`src/rtl/serial_frame_tx.sv`:
```
// serial_frame_tx
//   Parallel-to-serial frame transmitter. Bytes arrive over a valid/ready
//   handshake into a one-entry holding register. Each byte is sent as one
//   frame: a one-cycle set_o strobe followed by DATA_W bits, MSB first, one
//   per clock. GAP_CYCLES idle cycles separate consecutive frames.
//
// Ports
//   clk_i        clock, rising edge
//   rst          asynchronous, active-high reset
//   data_i       byte to transmit
//   valid_i      data_i valid; taken on an edge where ready_o is high
//   ready_o      holding register empty
//   set_o        frame-start strobe, one cycle per frame
//   bit_o        serial data, valid for DATA_W cycles after set_o
//   busy_o       high while a frame (including its gap) is in progress
//   done_o       one-cycle pulse alongside the last (LSB) bit
//   frame_cnt_o  frames completed, wraps modulo 2^CNT_W
`timescale 1ns/1ps
module serial_frame_tx #(
  parameter int DATA_W     = 8,
  parameter int GAP_CYCLES = 1,
  parameter int CNT_W      = 16
) (
  input  logic              clk_i,
  input  logic              rst,
  input  logic [DATA_W-1:0] data_i,
  input  logic              valid_i,
  output logic              ready_o,
  output logic              set_o,
  output logic              bit_o,
  output logic              busy_o,
  output logic              done_o,
  output logic [CNT_W-1:0]  frame_cnt_o
);

  localparam int BIT_W = (DATA_W > 1) ? $clog2(DATA_W) : 1;
  localparam logic [BIT_W-1:0] BIT_LAST = BIT_W'(DATA_W - 1);
  localparam logic [3:0] GAP_LAST = (GAP_CYCLES > 0) ? 4'(GAP_CYCLES - 1) : 4'd0;

  typedef enum logic [1:0] {IDLE, LOAD, SHIFT, GAP} state_e;

  state_e             state_q, state_d;
  logic               hold_valid_q, hold_valid_d;
  logic [DATA_W-1:0]  hold_q, hold_d;
  logic [DATA_W-1:0]  shift_q, shift_d;
  logic [BIT_W-1:0]   bit_cnt_q, bit_cnt_d;
  logic [3:0]         gap_cnt_q, gap_cnt_d;
  logic [CNT_W-1:0]   frame_cnt_q, frame_cnt_d;
  logic               set_q, set_d;
  logic               bit_q, bit_d;
  logic               busy_q, busy_d;
  logic               done_q, done_d;
  logic               take_hold;

  always_comb begin
    state_d      = state_q;
    hold_valid_d = hold_valid_q;
    hold_d       = hold_q;
    shift_d      = shift_q;
    bit_cnt_d    = bit_cnt_q;
    gap_cnt_d    = gap_cnt_q;
    frame_cnt_d  = frame_cnt_q;
    take_hold    = 1'b0;

    case (state_q)
      IDLE: begin
        if (hold_valid_q) take_hold = 1'b1;
      end
      LOAD: begin
        state_d = SHIFT;
      end
      SHIFT: begin
        if (bit_cnt_q == '0) begin
          frame_cnt_d = frame_cnt_q + 1'b1;
          if (GAP_CYCLES > 0) begin
            state_d   = GAP;
            gap_cnt_d = GAP_LAST;
          end else if (hold_valid_q) begin
            // No gap configured: the next set_o follows the LSB directly.
            take_hold = 1'b1;
          end else begin
            state_d = IDLE;
          end
        end else begin
          bit_cnt_d = bit_cnt_q - 1'b1;
        end
      end
      GAP: begin
        if (gap_cnt_q == 4'd0) begin
          if (hold_valid_q) take_hold = 1'b1;
          else              state_d   = IDLE;
        end else begin
          gap_cnt_d = gap_cnt_q - 1'b1;
        end
      end
      default: state_d = IDLE;
    endcase

    // A transfer needs a full hold and an accept needs an empty one, so the
    // two can never land on the same edge.
    if (take_hold) begin
      state_d      = LOAD;
      shift_d      = hold_q;
      bit_cnt_d    = BIT_LAST;
      hold_valid_d = 1'b0;
    end else if (valid_i && !hold_valid_q) begin
      hold_valid_d = 1'b1;
      hold_d       = data_i;
    end

    // Outputs are decoded from the next state so they come straight off flops.
    set_d  = (state_d == LOAD);
    busy_d = (state_d != IDLE);
    done_d = (state_d == SHIFT) && (bit_cnt_d == '0);
    bit_d  = (state_d == SHIFT) ? shift_d[bit_cnt_d] : 1'b0;
  end

  always_ff @(posedge clk_i or posedge rst) begin
    if (rst) begin
      state_q      <= IDLE;
      hold_valid_q <= 1'b0;
      hold_q       <= '0;
      shift_q      <= '0;
      bit_cnt_q    <= '0;
      gap_cnt_q    <= '0;
      frame_cnt_q  <= '0;
      set_q        <= 1'b0;
      bit_q        <= 1'b0;
      busy_q       <= 1'b0;
      done_q       <= 1'b0;
    end else begin
      state_q      <= state_d;
      hold_valid_q <= hold_valid_d;
      hold_q       <= hold_d;
      shift_q      <= shift_d;
      bit_cnt_q    <= bit_cnt_d;
      gap_cnt_q    <= gap_cnt_d;
      frame_cnt_q  <= frame_cnt_d;
      set_q        <= set_d;
      bit_q        <= bit_d;
      busy_q       <= busy_d;
      done_q       <= done_d;
    end
  end

  assign ready_o     = ~hold_valid_q;
  assign set_o       = set_q;
  assign bit_o       = bit_q;
  assign busy_o      = busy_q;
  assign done_o      = done_q;
  assign frame_cnt_o = frame_cnt_q;

endmodule

```
`config.mk`:
```
export PLATFORM = sky130hd
export DESIGN_NAME = serial_frame_tx
export DESIGN_NICKNAME = d
export VERILOG_FILES = /design/src/rtl/serial_frame_tx.sv
export SDC_FILE = /design/constraint.sdc
export NUM_CORES = 1
export LEC_CHECK = 0
export BUFFER_PORTS_ARGS = -buffer_cell sky130_fd_sc_hd__clkbuf_2
export CAP_MARGIN = 30
export CORE_MARGIN = 2
export CORE_UTILIZATION = 55
export DETAILED_ROUTE_END_ITERATION = 6
export GPL_TIMING_DRIVEN = 0
export PLACE_DENSITY_LB_ADDON = 0.25
export SYNTH_ARGS = -nofsm -noshare
export SYNTH_HDL_FRONTEND = slang
export SYNTH_SLANG_ARGS = --single-unit
```
`constraint.sdc`:
```
create_clock -name clk_i -period 2.11 [get_ports clk_i]
set_input_delay 0.211 -clock clk_i [delete_from_list [all_inputs] [get_ports clk_i]]
set_output_delay 0.211 -clock clk_i [all_outputs]
set_load 0.05 [all_outputs]
```
==> summary.md, run 1 <==
| Metric | Value |
|---|---|
| Worst-Skew Late Latency | `0.30 ns` |
| Nets | `250` |
| # setup viols final | `0` |
| Synth area leader | `dfrtp_1` |
| Critical path type | `reg2reg` |
| Tot Pwr | `3440 µW` |
| H-tree levels | `2` |
| Worst-path clk slew | `0.09 ns` |
| Syn Std Cell Area | `2270 µm²` |
| Area growth from synthesis to layout | `17.1%` |
| Finished Cell Area | `2660 µm²` |
| Die Span Y | `68.2 µm` |
| Core Area | `4000 µm²` |
| Final core utilization | `0.664` |
| Gr ovfl total | `0` |
| CP delay by family, top | `flip-flops` |
| DR vias | `1544` |
| Drt pass-1 iters | `4` |
| CTS Root Cell | `clkbuf_8` |
| Final Wtd Congestion | `0.802` |
| Antenna Nets Post-Route | `0` |
| Pleak | `0.00129 µW` |
| Fin. Hold Viols | `0` |
| Vias in the first global route | `1500` |
| First-pass GRT wire length | `6800 µm` |
| Rel. slew slack | `0.715` |
| Initial antenna violation count | `0` |
| CP startpoint kind | `register` |
| Avg Cell Area, Syn | `11.9 µm²` |
| CTS Buffer Depth | `2` |
| Dpl cell area | `2510 µm²` |
| Crit path DAT | `2.23 ns` |
| F_max | `0.490 GHz` |
| DRC viols | `0` |
| Critical path endpoint category | `register` |
| Via density | `5.49` |
| TritonCTS buffer count | `5` |
| Routed wire length | `3920 µm` |
| Synth warn | `0` |
| Critical path, cell by cell | `ha_1 -> nand4bb_1 -> a211o_1 -> buf_6 -> buf_6 -> mux2_4` |
| Mapped Cells | `190` |
| Syn Nets | `210` |
| CTS tree | `yes` |
| Die area | `4660 µm²` |
| Drt wl/cell | `14.0 µm` |
| RSZ-0062 raised after global routing | `true` |
| Seq/Total Area, Yosys | `0.507` |
| Count leader, synth | `dfrtp_1` |
| Number of placement rows | `23` |
| Port bufs | `31` |
| Synth Register Bits | `46` |
| GRT busiest layer | `met2` |
| M2 GR Usage | `0.324` |
| Hold Crit Class | `in2reg` |
| Pin count of the biggest net entering global routing | `44` |
| Ys async rst share | `1.00` |
| Horiz. Die Dim | `68.2 µm` |
| Final Critical Period | `2.04 ns` |
| Cell area power density | `1290 nW/µm²` |
| Commonest cells post-synth | `46 x dfrtp_1, 15 x mux2_2, 13 x nand2_1` |
| Outcome | `completed` |
| Worst-path fanout max | `10` |
| Global Route met1 Usage | `0.260` |
| Violation count after the first detailed-routing iteration | `152` |
| M3 GR Usage | `0.0493` |
| VDD IR max | `0.762 mV` |
| CP dominant cell by count | `buf_6` |
| Post-CTS Setup Inserts | `0` |
| Fin crit share | `0.967` |
| Maxcap violations | `0` |
| Fin Clk Skew | `0.0119 ns` |
| CP max stage delay | `0.47 ns` |
| Synth top area share | `0.507` |
| Diodes inserted | `0` |
| Gr usage total | `0.198` |
| Slowest-stage cell, CP | `dfrtp_1` |
| Post-synth EDFFs | `0` |
| CP Buf/Inv Count | `2` |
| Clock sink total | `46` |
| Effective utilization at floorplan | `0.567` |
| Ranking of synthesized cells by area | `dfrtp_1 51%, mux2_2 7.4%, ha_1 5.0%` |
| Worst-margin pin slew | `0.428 ns` |
| Main flop type after synthesis | `dfrtp_1` |
| Ports | `32` |
| Critical Path RT | `2.30 ns` |
| Final Max Tran Viols | `0` |
| Post-DP HPWL | `2870 µm` |
| Post-synth cell types | `49` |
| Share of cells above drive strength 1 | `0.325` |
-- report_power, final --
| part | switching, µW | leakage (µW) | internal [µW] |
|---|---|---|---|
| Clock | 291 | 0.0000472 | 263 |
| Sequential | 206 | 0.000582 | 1170 |
| Combinational | 750 | 0.000661 | 764 |
-- cell usage in the layout, fill, tap and decap left out, types with 2 or more instances in the layout --
cell | synthesis | layout
a211oi_1 | 3 | 3
a21oi_1 | 3 | 3
and3_1 | 2 | 2
buf_4 | 2 | 2
buf_6 | 2 | 2
clkbuf_2 | 0 | 31
clkbuf_8 | 0 | 6
dfrtp_1 | 46 | 46
ha_1 | 9 | 8
inv_1 | 11 | 9
inv_2 | 0 | 2
mux2_2 | 15 | 15
mux2i_1 | 2 | 2
mux4_2 | 4 | 4
nand2_1 | 13 | 13
nand2b_1 | 2 | 2
nand3_1 | 6 | 6
nand4_1 | 2 | 2
nor2_1 | 10 | 10
nor2b_1 | 2 | 2
nor4_2 | 0 | 2
nor4_4 | 0 | 2
o211ai_1 | 4 | 4
o21ai_0 | 4 | 4
xnor2_1 | 11 | 11
xor2_1 | 6 | 6
-- area by class of cell --
class	count	area (µm²)
Buffer	6	46.3
Clock buffer	6	82.6
Clock inverter	2	12.5
Fill cell	315	1340
Inverter	11	41.3
Multi-Input combinational cell	127	1080
Sequential cell	46	1150
Tap cell	50	62.6
Timing Repair Buffer	33	185
-- cell families after synthesis --
family                   share of synthesized area
buffers and inverters                       0.0386
AO/OA/AOI/OAI                               0.0733
adder cells (fa/ha/maj)                     0.0496
flip-flops                                   0.507
multiplexers                                 0.130
AND/OR/NAND/NOR                              0.136
XOR/XNOR                                    0.0656
-- timing repair --
action,4_1_cts,5_1_grt
hold endpoints to repair,46,0
hold buffers,1,0
pin swaps,0,1
gates resized for setup,4,4
endpoints found under the setup margin,3,8
-- layer usage --
layer / share of wire / vias to the layer above
met2: 0.49 / 25
met1: 0.46 / 759
met3: 0.034 / 6
met4: 0.013 / 0
li1: - / 754
met5: 0 / -
-- worst reg2reg max path, stage by stage (launching register included) --
cell       delay, ns
dfrtp_1         0.47
ha_1            0.33
nand4bb_1       0.21
a211o_1         0.34
buf_6           0.14
buf_6           0.14
mux2_4          0.29
-- flip-flops by register name (all words and copies together) (netlist names) --
register      flops
frame_cnt_o      16
gap_cnt_q         4
bit_o             1
hold_valid_q      1
state_q           2
hold_q            8
done_o            1
busy_o            1
bit_cnt_q         3
shift_q           8
set_o             1
-- worst paths after layout --
kind	from	to	slack, ns	cells after the start
min in group asynchronous	rst	frame_cnt_o[13]	0.31	3
worst min register to register	frame_cnt_o[15]	frame_cnt_o[15]	0.47	1
worst max-delay path	state_q[0]	shift_q[6]	0.07	6
worst min-delay path	valid_i	hold_valid_q	0.13	2
worst max register to register	state_q[0]	shift_q[6]	0.07	6
max in group asynchronous	rst	bit_cnt_q[1]	1.38	4
-- metrics by stage --
stage,cells,setup TNS [ns],hold WS [ns],setup WS [ns]
global route,281,-0.196,0.126,-0.0586
finish,281,0,0.132,0.0704
global placement,271,-0.207,0.432,-0.111
detailed placement,272,-0.342,0.0704,-0.140
floorplan,190,0,0.328,0.160
CTS,281,0,0.127,0.00281
Power figures use the tool's default switching activity.
==> run 2: changes to the inputs <==
--- a/config.mk
+++ b/config.mk
@@ -7,11 +7,14 @@
 export LEC_CHECK = 0
 export BUFFER_PORTS_ARGS = -buffer_cell sky130_fd_sc_hd__clkbuf_2
 export CAP_MARGIN = 30
+export CORE_ASPECT_RATIO = 1.2
 export CORE_MARGIN = 2
 export CORE_UTILIZATION = 55
 export DETAILED_ROUTE_END_ITERATION = 6
 export GPL_TIMING_DRIVEN = 0
+export HOLD_SLACK_MARGIN = 0.03
 export PLACE_DENSITY_LB_ADDON = 0.25
+export SLEW_MARGIN = 20
 export SYNTH_ARGS = -nofsm -noshare
 export SYNTH_HDL_FRONTEND = slang
 export SYNTH_SLANG_ARGS = --single-unit
==> run 2 against run 1 <==
Compared with the run above: worst setup slack gained 0.026 ns; combinational power rose by 3%; fmax is 1.3% higher; hold slack worse by 0.0073 ns; sequential power hardly changed; global-route usage is 1.1 points lower; critical path type unchanged; highest routed layer unchanged.
==> summary.md, run 2 (synthesized netlist as in run 1, its figures left out) <==
| Metric | Value |
|---|---|
| Outcome | `completed` |
| Critical Path RT | `2.34 ns` |
| Hold Worst Slack | `0.125 ns` |
| Area growth from synthesis to layout | `17.1%` |
| CTS Buffer Depth | `2` |
| Number of placement rows | `25` |
| Most frequent cells in the layout | `46 x dfrtp_1, 31 x clkbuf_2, 15 x mux2_2, 13 x nand2_1, 11 x xnor2_1` |
| Pleak | `0.00127 µW` |
| Pin count of the biggest net entering global routing | `25` |
| Fin Clk Skew | `0.0116 ns` |
| Reg-to-Reg Start | `bit_cnt_q[0]` |
| Die area | `4660 µm²` |
| Diodes inserted | `0` |
| RSZ-0062 raised after global routing | `true` |
| Initial antenna violation count | `0` |
| Drt pass-1 iters | `5` |
| Crit path DAT | `2.25 ns` |
| Post-CTS Setup Inserts | `0` |
| CP startpoint kind | `register` |
| Horiz. Die Dim | `62.6 µm` |
| Nets | `250` |
| F_max | `0.497 GHz` |
| Gr ovfl total | `0` |
| Violation count after the first detailed-routing iteration | `132` |
| Share of cells above drive strength 1 | `0.325` |
| Fin crit share | `0.954` |
| Port bufs | `31` |
| Critical path type | `reg2reg` |
| CTS tree | `yes` |
| CP startpoint | `bit_cnt_q[0]` |
| TritonCTS buffer count | `5` |
| Clock sink total | `46` |
| Tot Pwr | `3440 µW` |
| Hold Crit Class | `in2reg` |
| Max FFs per register | `16` |
| Worst-path fanout max | `8` |
| Post-DP HPWL | `2820 µm` |
| Via density | `5.46` |
| Maxcap violations | `0` |
| # setup viols final | `0` |
| Worst-path clk slew | `0.09 ns` |
| Core Area | `3940 µm²` |
| Routed wire length | `3860 µm` |
| Worst-margin pin slew | `0.527 ns` |
| Most common cell after layout, fill and taps aside | `dfrtp_1` |
| Final core utilization | `0.675` |
| Drt wl/cell | `13.5 µm` |
| Hold Startpoint | `valid_i` |
| Cell Count, Final, Fillers Out | `285` |
| Final Max Tran Viols | `0` |
| Worst-Skew Late Latency | `0.31 ns` |
| Placed insts | `276` |
| Critical path endpoint category | `register` |
| Die Span Y | `74.4 µm` |
| Cell area power density | `1290 nW/µm²` |
| Final Wtd Congestion | `0.855` |
| Gr usage total | `0.187` |
| DR vias | `1555` |
| VDD IR max | `0.772 mV` |
| First-pass GRT wire length | `6770 µm` |
| Rel. slew slack | `0.648` |
| Fin. Hold Viols | `0` |
| DRC viols | `0` |
| H-tree levels | `2` |
| Antenna Nets Post-Route | `0` |
| Vias in the first global route | `1578` |
| Effective utilization at floorplan | `0.576` |
| CTS Root Cell | `clkbuf_8` |
| Ports | `32` |
| Final Critical Period | `2.01 ns` |
==> run 2: changes by cell type in the layout (fill, tap and decap cells not counted), sizes merged <==
cell / change
clkinv: +1
clkinvlp: -1
==> run 2: path summary, 6_finish.rpt <==
path,endpoint,slack [ns],cells after the start
setup / recovery,frame_cnt_o[13],0.1,7
hold / removal,hold_valid_q,0.12,2
setup reg to reg,frame_cnt_o[13],0.1,7
hold reg to reg,frame_cnt_o[15],0.48,1
max in group asynchronous,gap_cnt_q[3],1.14,4
min in group asynchronous,frame_cnt_o[14],0.47,3
==> run 2: worst max-delay path: stages (launching register included) <==
cell and delay (ns):
dfrtp_1 0.37, buf_4 0.17, inv_1 0.09, ha_2 0.23
and3b_2 0.26, nand4_2 0.26, nor4_2 0.37, xor2_1 0.19
==> run 2: layout make-up <==
type	count	area [µm²]
tap	54	67.6
clock buffer	6	72.6
buffer	6	46.3
fill	320	1280
timing repair buffer	33	193
multi-input combinational	127	1070
clock inverter	2	13.8
sequential	46	1150
inverter	11	41.3
==> run 2: power by group <==
| group | internal, µW | switching (µW) |
|---|---|---|
| Combinational | 778 | 767 |
| Sequential | 1170 | 196 |
| Clock | 234 | 297 |
==> run 2: timing repair <==
| action | CTS | global route |
|---|---|---|
| gates resized for setup | 1 | 7 |
| endpoints found under the hold margin | 23 | 0 |
| hold buffers | 1 | 0 |
| pin swaps | 0 | 1 |
| endpoints found under the setup margin | 2 | 8 |
==> run 2: metal layers <==
layer | share of wire | GRT usage | vias to the layer above
met5 | 0 | 0 | -
met4 | 0.019 | 0.0889 | 0
met3 | 0.044 | 0.0484 | 7
met2 | 0.51 | 0.331 | 36
met1 | 0.43 | 0.217 | 758
li1 | - | - | 754
==> run 2: through the flow <==
step / setup TNS, ns / cell area (µm²) / setup WS [ns]
floorplan: 0 / 2270 / 0.160
global placement: -0.141 / 2490 / -0.0775
detailed placement: -0.0813 / 2520 / -0.0420
CTS: 0 / 2620 / 0.0694
global route: -0.0797 / 2660 / -0.0255
finish: 0 / 2660 / 0.0964
==> run 3: changes to the inputs <==
--- a/config.mk
+++ b/config.mk
@@ -14,6 +14,7 @@
 export GPL_TIMING_DRIVEN = 0
 export HOLD_SLACK_MARGIN = 0.03
 export PLACE_DENSITY_LB_ADDON = 0.25
+export SETUP_SLACK_MARGIN = 0.2
 export SLEW_MARGIN = 20
 export SYNTH_ARGS = -nofsm -noshare
 export SYNTH_HDL_FRONTEND = slang
==> run 3 against run 2 <==
Compared with the run above: utilization up 5.9 points; final area increased by 8.7%; flip-flop and latch count unchanged; critical endpoint is now shift_q[6].
==> summary.md, run 3 (synthesized netlist as in run 1, its figures left out) <==
| Metric | Value |
|---|---|
| Outcome | `completed` |
| H-tree levels | `2` |
| RSZ-0062 raised after global routing | `true` |
| Diodes inserted | `0` |
| Die area | `4660 µm²` |
| Register area | `1150 µm²` |
| Critical path type | `reg2reg` |
| CP startpoint kind | `register` |
| Drt wl/cell | `14.2 µm` |
| Ports | `32` |
| Fin crit share | `0.892` |
| # setup viols final | `0` |
| Critical Path RT | `2.29 ns` |
| DR vias | `1653` |
| Crit path DAT | `2.06 ns` |
| Worst-Skew Late Latency | `0.29 ns` |
| Core Area | `3940 µm²` |
| Routed wire length | `4300 µm` |
| VDD IR max | `0.841 mV` |
| Cell area power density | `1320 nW/µm²` |
| Critical path endpoint category | `register` |
| Final Wtd Congestion | `0.831` |
| CTS Buffer Depth | `2` |
| Area occupied by multi-input gates | `1140 µm²` |
| Via density | `5.47` |
| Placed insts | `276` |
| Worst-margin pin slew | `0.522 ns` |
| Drt pass-1 iters | `4` |
| Port bufs | `31` |
| Worst-path fanout max | `10` |
| Dpl cell area | `2520 µm²` |
| Fin Clk Skew | `0.00712 ns` |
| Worst-path clk slew | `0.08 ns` |
| CTS Root Cell | `clkbuf_8` |
| Fin. Hold Viols | `0` |
| Initial antenna violation count | `0` |
| Finished Cell Area | `2890 µm²` |
| Vias in the first global route | `1473` |
| Pleak | `0.00137 µW` |
| Most common cell after layout, fill and taps aside | `dfrtp_1` |
| Gr ovfl total | `0` |
| Final Critical Period | `1.88 ns` |
| Effective utilization at floorplan | `0.576` |
| Post-DP HPWL | `2850 µm` |
| Cell Count, Final, Fillers Out | `302` |
| Violation count after the first detailed-routing iteration | `96` |
| First-pass GRT wire length | `6770 µm` |
| Flop2flop setup slack | `0.23 ns` |
| Tot Pwr | `3820 µW` |
| TritonCTS buffer count | `5` |
| Clock sink total | `46` |
| Final Max Tran Viols | `0` |
| F_max | `0.531 GHz` |
| Die Span Y | `74.4 µm` |
| Hold Crit Class | `in2reg` |
| Setup TNS | `0 ns` |
| Area growth from synthesis to layout | `27.3%` |
| Fillers | `288` |
| Nets | `267` |
| Max FFs per register | `16` |
| DRC viols | `0` |
| Antenna Nets Post-Route | `0` |
| Most frequent cells in the layout | `43 x dfrtp_1, 31 x clkbuf_2, 17 x buf_4, 15 x mux2_2, 13 x nand2_1` |
| Horiz. Die Dim | `62.6 µm` |
| Share of cells above drive strength 1 | `0.411` |
| Gr usage total | `0.188` |
| Maxcap violations | `0` |
| Rel. slew slack | `0.651` |
| Pin count of the biggest net entering global routing | `25` |
| Number of placement rows | `25` |
| CTS tree | `yes` |
run 3: cell types whose count changed in the layout (fill, tap and decap cells not counted), sizes merged:
| cell | delta |
|---|---|
| buf | +17 |
| bufinv | +1 |
| clkinv | -2 |
| clkbuf | +1 |
run 3: critical path, stage by stage, from the launching register on:
cell     delay, ns
dfrtp_1       0.45
buf_6         0.15
inv_2         0.04
ha_1          0.26
a211o_1       0.29
buf_6         0.14
buf_6         0.14
mux2_4        0.29
run 3: per-layer routing:
metal	GRT usage	share of wire	up-vias
met5	0	0	-
met4	0.0741	0.018	0
met3	0.0439	0.041	7
met2	0.329	0.50	40
met1	0.229	0.44	815
li1	-	-	791
run 3: layout make-up:
cell class              instances  share of cell area
plain buffers                   6              0.0208
flip-flops and latches         46               0.400
clock buffers                   7              0.0264
clock inverters                 1              0.0104
inverters                      11              0.0152
repair buffers                 50               0.111
well taps                      54              0.0234
multi-input cells             127               0.394
run 3: repair_timing:
item | 4_1_cts | 5_1_grt
endpoints found under the hold margin | 22 | 0
setup endpoints to repair | 10 | 9
pin swaps | 2 | 6
hold buffers | 1 | 0
setup buffers | 2 | 15
gates resized for setup | 18 | 9
run 3: worst paths after layout:
kind,start,endpoint,cells after the start
min in group asynchronous,rst,hold_q[3],3
max in group asynchronous,rst,frame_cnt_o[0],4
worst max register to register,state_q[1],shift_q[6],7
worst max-delay path,state_q[1],shift_q[6],7
worst min-delay path,valid_i,hold_valid_q,2
worst min register to register,frame_cnt_o[15],frame_cnt_o[15],1
run 3: report_power, final:
group          internal (µW)  leakage [µW]  switching (µW)
registers               1170      0.000578             221
clock network            354     0.0000524             276
logic                    947      0.000743             856
total                   2470       0.00137            1350
run 3: stage by stage:
stage / setup slack, ns / util / hold slack, ns
6_report: 0.228 / 0.733 / 0.141
4_1_cts: 0.212 / 0.695 / 0.131
2_1_floorplan: 0.206 / - / 0.328
3_3_place_gp: -0.0786 / 0.633 / 0.432
3_5_place_dp: -0.0914 / 0.640 / 0.265
5_1_grt: 0.180 / 0.733 / 0.146
